File: src/rtl/lcd_scan_driver.sv
`default_nettype none
// +--------------------------------------------------------------------------+
// | Module   : lcd_scan_driver                                               |
// | Brief    : Free-running display timing master. Sweeps h/v counters,      |
// |            publishes active-area coordinates one cycle ahead to the      |
// |            renderers, and drives sync / DE / RGB565 to the panel with    |
// |            all panel outputs phase-aligned two cycles after the counters.|
// | Revision : 1.0  initial release                                          |
// +--------------------------------------------------------------------------+
//
// Pipeline (t = cycle in which the counters hold a given position):
//   t   : h_cnt/v_cnt, combinational sync/active/frame terms
//   t+1 : pixel_req/xpos/ypos/frame_start, delayed hs/vs
//   t+2 : lcd_hs/lcd_vs/lcd_de, and lcd_rgb formed from the renderer's
//         registered pixel_data (which answers the t+1 coordinates)
//
// H_TOTAL and V_TOTAL must not exceed 2048 so both counters fit in 11 bits.

module lcd_scan_driver #(
  parameter int H_SYNC  = 96,
  parameter int H_BACK  = 48,
  parameter int H_DISP  = 640,
  parameter int H_FRONT = 16,
  parameter int V_SYNC  = 2,
  parameter int V_BACK  = 33,
  parameter int V_DISP  = 480,
  parameter int V_FRONT = 10
) (
  input  logic        clk,
  input  logic        rst,
  input  logic [15:0] pixel_data,
  output logic        pixel_req,
  output logic [10:0] pixel_xpos,
  output logic [10:0] pixel_ypos,
  output logic        frame_start,
  output logic        lcd_hs,
  output logic        lcd_vs,
  output logic        lcd_de,
  output logic [15:0] lcd_rgb
);

  // Derived timing constants
  localparam int H_TOTAL = H_SYNC + H_BACK + H_DISP + H_FRONT;
  localparam int V_TOTAL = V_SYNC + V_BACK + V_DISP + V_FRONT;
  localparam int H_START = H_SYNC + H_BACK;
  localparam int V_START = V_SYNC + V_BACK;
  localparam int H_END   = H_START + H_DISP;
  localparam int V_END   = V_START + V_DISP;

  // Comparisons are done in a 12-bit domain so that an end-of-active bound
  // of exactly 2048 (zero front porch, maximum total) is still representable.
  localparam logic [11:0] H_LAST_C  = 12'(H_TOTAL - 1);
  localparam logic [11:0] V_LAST_C  = 12'(V_TOTAL - 1);
  localparam logic [11:0] H_SYNC_C  = 12'(H_SYNC);
  localparam logic [11:0] V_SYNC_C  = 12'(V_SYNC);
  localparam logic [11:0] H_START_C = 12'(H_START);
  localparam logic [11:0] V_START_C = 12'(V_START);
  localparam logic [11:0] H_END_C   = 12'(H_END);
  localparam logic [11:0] V_END_C   = 12'(V_END);

  // Offsets subtracted from the counters to form active-area coordinates
  localparam logic [10:0] H_OFFS = 11'(H_START);
  localparam logic [10:0] V_OFFS = 11'(V_START);

  // Scan counters
  logic [10:0] h_cnt;
  logic [10:0] v_cnt;

  // Counter views in the 12-bit comparison domain
  logic [11:0] h_ext;
  logic [11:0] v_ext;

  // Combinational timing terms for the current counter position
  logic        h_last;
  logic        v_last;
  logic        hs_n;
  logic        vs_n;
  logic        h_act;
  logic        v_act;
  logic        act;
  logic        fs;
  logic [10:0] x_next;
  logic [10:0] y_next;

  // Stage-1 delay of the sync terms so they line up with the renderer latency
  logic        hs_d;
  logic        vs_d;

  assign h_ext = {1'b0, h_cnt};
  assign v_ext = {1'b0, v_cnt};

  // Decode sync, active-area and frame-start terms from the counters
  always_comb begin
    h_last = (h_ext == H_LAST_C);
    v_last = (v_ext == V_LAST_C);
    hs_n   = !(h_ext < H_SYNC_C);
    vs_n   = !(v_ext < V_SYNC_C);
    h_act  = (h_ext >= H_START_C) && (h_ext < H_END_C);
    v_act  = (v_ext >= V_START_C) && (v_ext < V_END_C);
    act    = h_act && v_act;
    fs     = (h_cnt == 11'd0) && (v_cnt == 11'd0);
    x_next = 11'd0;
    y_next = 11'd0;
    if (act) begin
      x_next = h_cnt - H_OFFS;
      y_next = v_cnt - V_OFFS;
    end
  end

  // Horizontal counter: 0..H_TOTAL-1, wrapping with no gap
  always_ff @(posedge clk) begin
    if (rst) begin
      h_cnt <= 11'd0;
    end else if (h_last) begin
      h_cnt <= 11'd0;
    end else begin
      h_cnt <= h_cnt + 11'd1;
    end
  end

  // Vertical counter: advances only when the line wraps
  always_ff @(posedge clk) begin
    if (rst) begin
      v_cnt <= 11'd0;
    end else if (h_last) begin
      if (v_last) begin
        v_cnt <= 11'd0;
      end else begin
        v_cnt <= v_cnt + 11'd1;
      end
    end
  end

  // Stage 1: coordinates to the renderers plus delayed sync terms
  always_ff @(posedge clk) begin
    if (rst) begin
      pixel_req   <= 1'b0;
      pixel_xpos  <= 11'd0;
      pixel_ypos  <= 11'd0;
      frame_start <= 1'b0;
      hs_d        <= 1'b1;
      vs_d        <= 1'b1;
    end else begin
      pixel_req   <= act;
      pixel_xpos  <= x_next;
      pixel_ypos  <= y_next;
      frame_start <= fs;
      hs_d        <= hs_n;
      vs_d        <= vs_n;
    end
  end

  // Stage 2: panel sync and data-enable, aligned with the renderer's output
  always_ff @(posedge clk) begin
    if (rst) begin
      lcd_hs <= 1'b1;
      lcd_vs <= 1'b1;
      lcd_de <= 1'b0;
    end else begin
      lcd_hs <= hs_d;
      lcd_vs <= vs_d;
      lcd_de <= pixel_req;
    end
  end

  // The renderer's own output register is the stage-2 data capture: the
  // pixel_data present now answers the previous cycle's coordinates, which
  // is exactly the request that lcd_de is currently flagging. Gating by
  // lcd_de blanks the bus (and reset forces it to 0 because lcd_de is 0).
  assign lcd_rgb = lcd_de ? pixel_data : 16'h0000;

endmodule

`default_nettype wire

File: config.mk
export PLATFORM = sky130hd
export DESIGN_NAME = lcd_scan_driver
export DESIGN_NICKNAME = d
export VERILOG_FILES = /design/src/rtl/lcd_scan_driver.sv
export SDC_FILE = /design/constraint.sdc
export NUM_CORES = 1
export LEC_CHECK = 0
export CELL_PAD_IN_SITES_DETAIL_PLACEMENT = 0
export CELL_PAD_IN_SITES_GLOBAL_PLACEMENT = 1
export CORE_AREA = 2 2 89 91
export DETAILED_ROUTE_END_ITERATION = 10
export DIE_AREA = 0 0 91 93
export PLACE_DENSITY_LB_ADDON = 0.1
export SLEW_MARGIN = 0
export SYNTH_ARGS = -nofsm -noshare
export SYNTH_HDL_FRONTEND = slang
export SYNTH_SLANG_ARGS = --single-unit
export TNS_END_PERCENT = 10
File: constraint.sdc
create_clock -name clk -period 1.8 [get_ports clk]
set_input_delay 0.27 -clock clk [delete_from_list [all_inputs] [get_ports clk]]
set_output_delay 0.27 -clock clk [all_outputs]
set_load 0.02 [all_outputs]
---- After elaboration in Yosys (flattened, before gate mapping) ----
Cells that the tools add are included.
word-level totals
  flip-flop bits (word level) ............. 51
  output and inout port bits .............. 43
  logic and storage cells ................. 36
  bits of input ports ..................... 18
cells by class
  multiplexer cells ....................... 2
  bitwise operators ....................... 1
  reduce and logical (&&, ||, !) cells .... 10
  equality and inequality tests ........... 2
  add/sub/neg operators ................... 4
  order comparisons ....................... 6
operators with widths
  operator               count
  $add 11x1->11 const B  2
  $eq 11x10->1 const B   2
  $logic_not 11->1       2
  $lt 11x10->1 const B   2
  $mux 16                1
  $ge 11x6->1 const B    1
  $ge 11x8->1 const B    1
  $lt 11x2->1 const B    1
  $lt 11x7->1 const B    1
  $mux 11                1
  $sub 11x6->11 const B  1
  $sub 11x8->11 const B  1
  $logic_and 1x1->1      4
  $reduce_or 2->1        2
  $logic_not 1->1        2
  $not 1->1              1

---- Logic depth before layout (Yosys ltp) ----
  word-level depth ........................ 5
  gate-level depth with buffers ........... 7
  mapped depth without buffers ............ 6

---- Least setup slack after synthesis ----
OpenSTA, ideal clock, no wires.
  path kind ............................... reg-to-reg
  from .................................... register v_cnt[0]
  to ...................................... register pixel_xpos[10]
  setup slack ............................. 15 ps
  buffers on the path ..................... 1
  data arrival time ....................... 1666 ps
  period minus slack after synthesis ...... 1785 ps
  data required time ...................... 1681 ps
  setup time .............................. 119 ps
  cell stages (with the launch flop) ...... 7
  cells stage by stage .................... dfxtp_1 > ha_1 > or4_1 > o21ai_0 > a32o_1 > buf_4 > nor3_2
on the way
  longest elaborated chain between the ends .. 5
  elaborated cells between the ends (all ways) .. 6
  those cells by class .................... order compare: 2; bitwise: 1; reduce/logical: 3
ends and longest elaborated chain
  item                                                line  RTL
  from (decl)                                         67    logic [10:0] v_cnt;
  from (signal assigned)                              129   v_cnt <= v_cnt + 11'd1;
  $ge 11x6->1 / $lt 11x10->1 (equally long branches)  99    v_act = (v_ext >= V_START_C) && (v_ext < V_END_C);
  $logic_and 1x1->1 (*)                               99
  $logic_and 1x1->1 (*)                               100   act = h_act && v_act;
  $not 1->1 (no line) (*)                             n/a
  $reduce_or 2->1 (no line) (*)                       n/a
  to (signal assigned)                                145   pixel_xpos <= x_next;
  to (decl)                                           33    output logic [10:0] pixel_xpos,
Every way passes the cells marked *; elsewhere a longest branch is shown, timed or not.
A chain may end at the register's enable or synchronous reset.

---- Worst setup path after layout ----
  from .................................... register h_cnt[4]
  to ...................................... register pixel_ypos[2]
on the way
  longest elaborated chain between the ends .. 5
  elaborated cells between the ends (all ways) .. 6
  those cells by class .................... order compare: 2; bitwise: 1; reduce/logical: 3
ends and longest elaborated chain
  item                                                line  RTL
  from (decl)                                         66    logic [10:0] h_cnt;
  from (signal assigned)                              117   h_cnt <= h_cnt + 11'd1;
  $ge 11x8->1 / $lt 11x10->1 (equally long branches)  98    h_act = (h_ext >= H_START_C) && (h_ext < H_END_C);
  $logic_and 1x1->1 (*)                               98
  $logic_and 1x1->1 (*)                               100
  $not 1->1 (no line) (*)                             n/a
  $reduce_or 2->1 (no line) (*)                       n/a
  to (signal assigned)                                146   pixel_ypos <= y_next;
  to (decl)                                           34    output logic [10:0] pixel_ypos,
Marked as above.

==> impl_metrics.toml <==
[run_status]
outcome = "completed"

[yosys]
synth_compound_area_share_pct = 8.44
synth_area_um2 = 2430
ys_types = 37
yosys_most_used_dff = "dfxtp_1"
ys_warn_count = 0
muxShareOfSynthArea_pct = 0
syn_avg_cell_area_um2 = 9.03
synth_top_family_by_area = "simple AND/OR/NAND/NOR gates"
synth_seq_cells = 51
synth_simple_gate_area_share_pct = 31.7
synth_adder_area_share_pct = 4.12
seq_area_frac_synth_pct = 42.0
syn-instance-count = 269
synthXorXnorAreaFrac_pct = 7.57
synth-edff-count = 0
syn_nets = 295
synthArstFlopShare_pct = 0

[clocking]
cts_root_buffer = "clkbuf_8"
clk_pin_slew_ns = 0.09
clockBufferDepth = 2
numCtsBuffers = 5
cts_hold_buf = 0
clock_sinks = 51
insertion_delay_ns = 0.30
cts_tree = "yes"
htreeDepth = 2

[critical_path]
critPathBufInv = 2
reg2reg_from = "h_cnt[4]"
cp_top_family = "simple AND/OR/NAND/NOR gates"
regToRegEndpoint = "pixel_ypos[2]"
path_max_fanout = 8
critical_path_class = "flip-flop to flip-flop"
critPathLaunchType = "flip-flop"
slowest_stage = "or4_4"
cp.required_ns = 2.03
max_stage_delay_ns = 0.48
reg2reg_slack_ns = 0.03
crit_path_cell_trace = "buf_6 > or4_4 > a221o_1 > buf_6 > nor3_2"
cpMostUsedCell = "buf_6"
r2r_cells = 5
cp_data_arrival_time_ns = 2.00
worst_setup_path_end_kind = "flip-flop"

[timing]
report.final.slew_viol_count = 0
fin_crit_ns = 1.77
tightest_slew_ns = 0.440
skew_ns = 0.0141
rsz0062_at_grt = "yes"
setup_viol = 0
hold_viol = 0
fmax_mhz = 566
relSlewSlack_pct = 70.4
setup_tns_ns = 0
fin_crit_sh_pct = 98.1

[detailed_routing]
vias = 2149
dr.max_layer_used = "met4"
drc = 0
drt-wirelength-per-cell_um = 13.5
postRouteWirelength_um = 6190
viasPerCell = 4.67
dr.pass1.iters = 4
wl_met1_um = 3160
dr_wl_met2_um = 2620
met3_length_um = 338
antenna_left = 0
initialDrtViolationCount = 112

[finish]
fillers = 774
fin_nets = 384
final_common_cell = "clkdlybuf4s50_1"
diodes = 0
final_cell_mix = "clkdlybuf4s50_1, dfxtp_1, buf_4"
final_cell_area_um2 = 3590
multiInputGateArea_um2 = 1320
ff_latch_area_um2 = 1030
drive_above_1_share_pct = 23.5
area_growth_pct = 47.9

[floorplan]
die_y_um = 93
die_width_um = 91
die_area_um2 = 8460
ios = 61
rows = 32
start_util_pct = 32.3
core_um2 = 7530

[run]
drv_cap = 0

[grt]
grt_pass1_vias = 2119
grt.total_usage_pct = 15.2
grt_pass1_wl_um = 10400
grt_max_degree = 22
grt_antenna_before_repair = 0
grt-ovfl-total = 0

[power_and_ir_drop]
leakage_nw = 1.35
powerDensity_nw_per_um2 = 572
fin_total_pwr_mw = 2.05
peakVddDrop_uv = 438

[hold_path]
whs_path_depth = 1
holdCritStartpoint = "vs_d"
hold_path.class = "flip-flop to flip-flop"
hold-path-endpoint = "lcd_vs"

[placed_design]
portBuffers = 60
dp_hpwl_um = 4850
placed_cell_area_um2 = 3370
gp_congestion = 0.784
## area by class of cell
cell class | instances | share of cell area (%)
multi-input combinational | 187 | 36.8
sequential | 51 | 28.6
timing repair buffer | 101 | 26.8
tap | 102 | 3.55
clock buffer | 5 | 1.92
inverter | 12 | 1.25
clock inverter | 2 | 1.04
## worst register-to-register path, stage by stage (launching register included)
cell and delay [ns]:
dfxtp_2 0.33, buf_6 0.11, or4_4 0.48, a221o_1 0.45
buf_6 0.18, nor3_2 0.14
## power by group
part	leakage (nW)	switching [mW]	internal (mW)	total [mW]
combinational	0.889	0.0600	0.0750	0.135
sequential	0.415	0.00628	1.14	1.14
clock	0.0502	0.368	0.406	0.775
## routing by layer
layer	track usage (%)	vias up
li1	-	1106
met1	21.1	985
met2	23.7	52
met3	3.46	6
met4	4.29	0
met5	0	-
## synth_stat cells, types with 3 or more instances
cell | number | area (µm²)
inv_1 | 12 | 45.0
xnor2_1 | 17 | 149
clkbuf_1 | 11 | 41.3
nand4_1 | 10 | 62.6
o21ai_0 | 9 | 45.0
xor2_1 | 4 | 35.0
a21oi_1 | 12 | 60.1
or4_1 | 3 | 22.5
dfxtp_1 | 51 | 1020
ha_1 | 8 | 100
buf_4 | 3 | 22.5
nor4_1 | 3 | 18.8
nor3_2 | 19 | 190
buf_6 | 3 | 33.8
and2_1 | 18 | 113
and3_1 | 3 | 18.8
nor2_1 | 21 | 78.8
nor3_1 | 7 | 35.0
nand3_1 | 7 | 35.0
nand2_1 | 15 | 56.3
a211oi_1 | 4 | 30.0
or3_1 | 9 | 56.3
## per-stage QoR
stage	instances	util (%)	hold slack (ns)	setup WS, ns
after global placement	451	44.8	0.397	-0.0913
after floorplan	269	-	0.389	0.0149
after CTS	458	46.4	0.422	0.00492
final	460	47.7	0.418	0.0339
after global routing	460	47.7	0.445	-0.0340
after detailed placement	451	44.8	0.400	-0.0626
## worst max-delay path by stage
stage | startpoint | endpoint | slack, ns | cells after the start
global placement | rst | frame_start | -0.09 | 6
CTS | h_cnt[5] | pixel_xpos[8] | 0.005 | 5
detailed placement | rst | frame_start | -0.06 | 6
global route | h_cnt[5] | v_cnt[7] | -0.03 | 7
finish | h_cnt[4] | pixel_ypos[2] | 0.03 | 5
floorplan | v_cnt[0] | pixel_xpos[10] | 0.01 | 6
## cells by family after synthesis
logic type / count (synthesis)
buffers and inverters: 31
adder cells (fa/ha/maj): 8
XOR/XNOR: 21
AO/OA/AOI/OAI: 33
AND/OR/NAND/NOR: 125
flip-flops: 51
## what timing repair did
action	CTS	global route
setup buffers	0	2
pin swaps	1	14
resized for setup	3	25
setup endpoints to repair	22	30
## flip-flops by register name, indices dropped and copies added, names as in the netlist
name         cells
lcd_vs           1
v_cnt           11
pixel_req        1
vs_d             1
pixel_ypos      11
lcd_de           1
h_cnt           11
hs_d             1
lcd_hs           1
frame_start      1
pixel_xpos      11
Note: power is estimated with default switching activity, not from simulation.
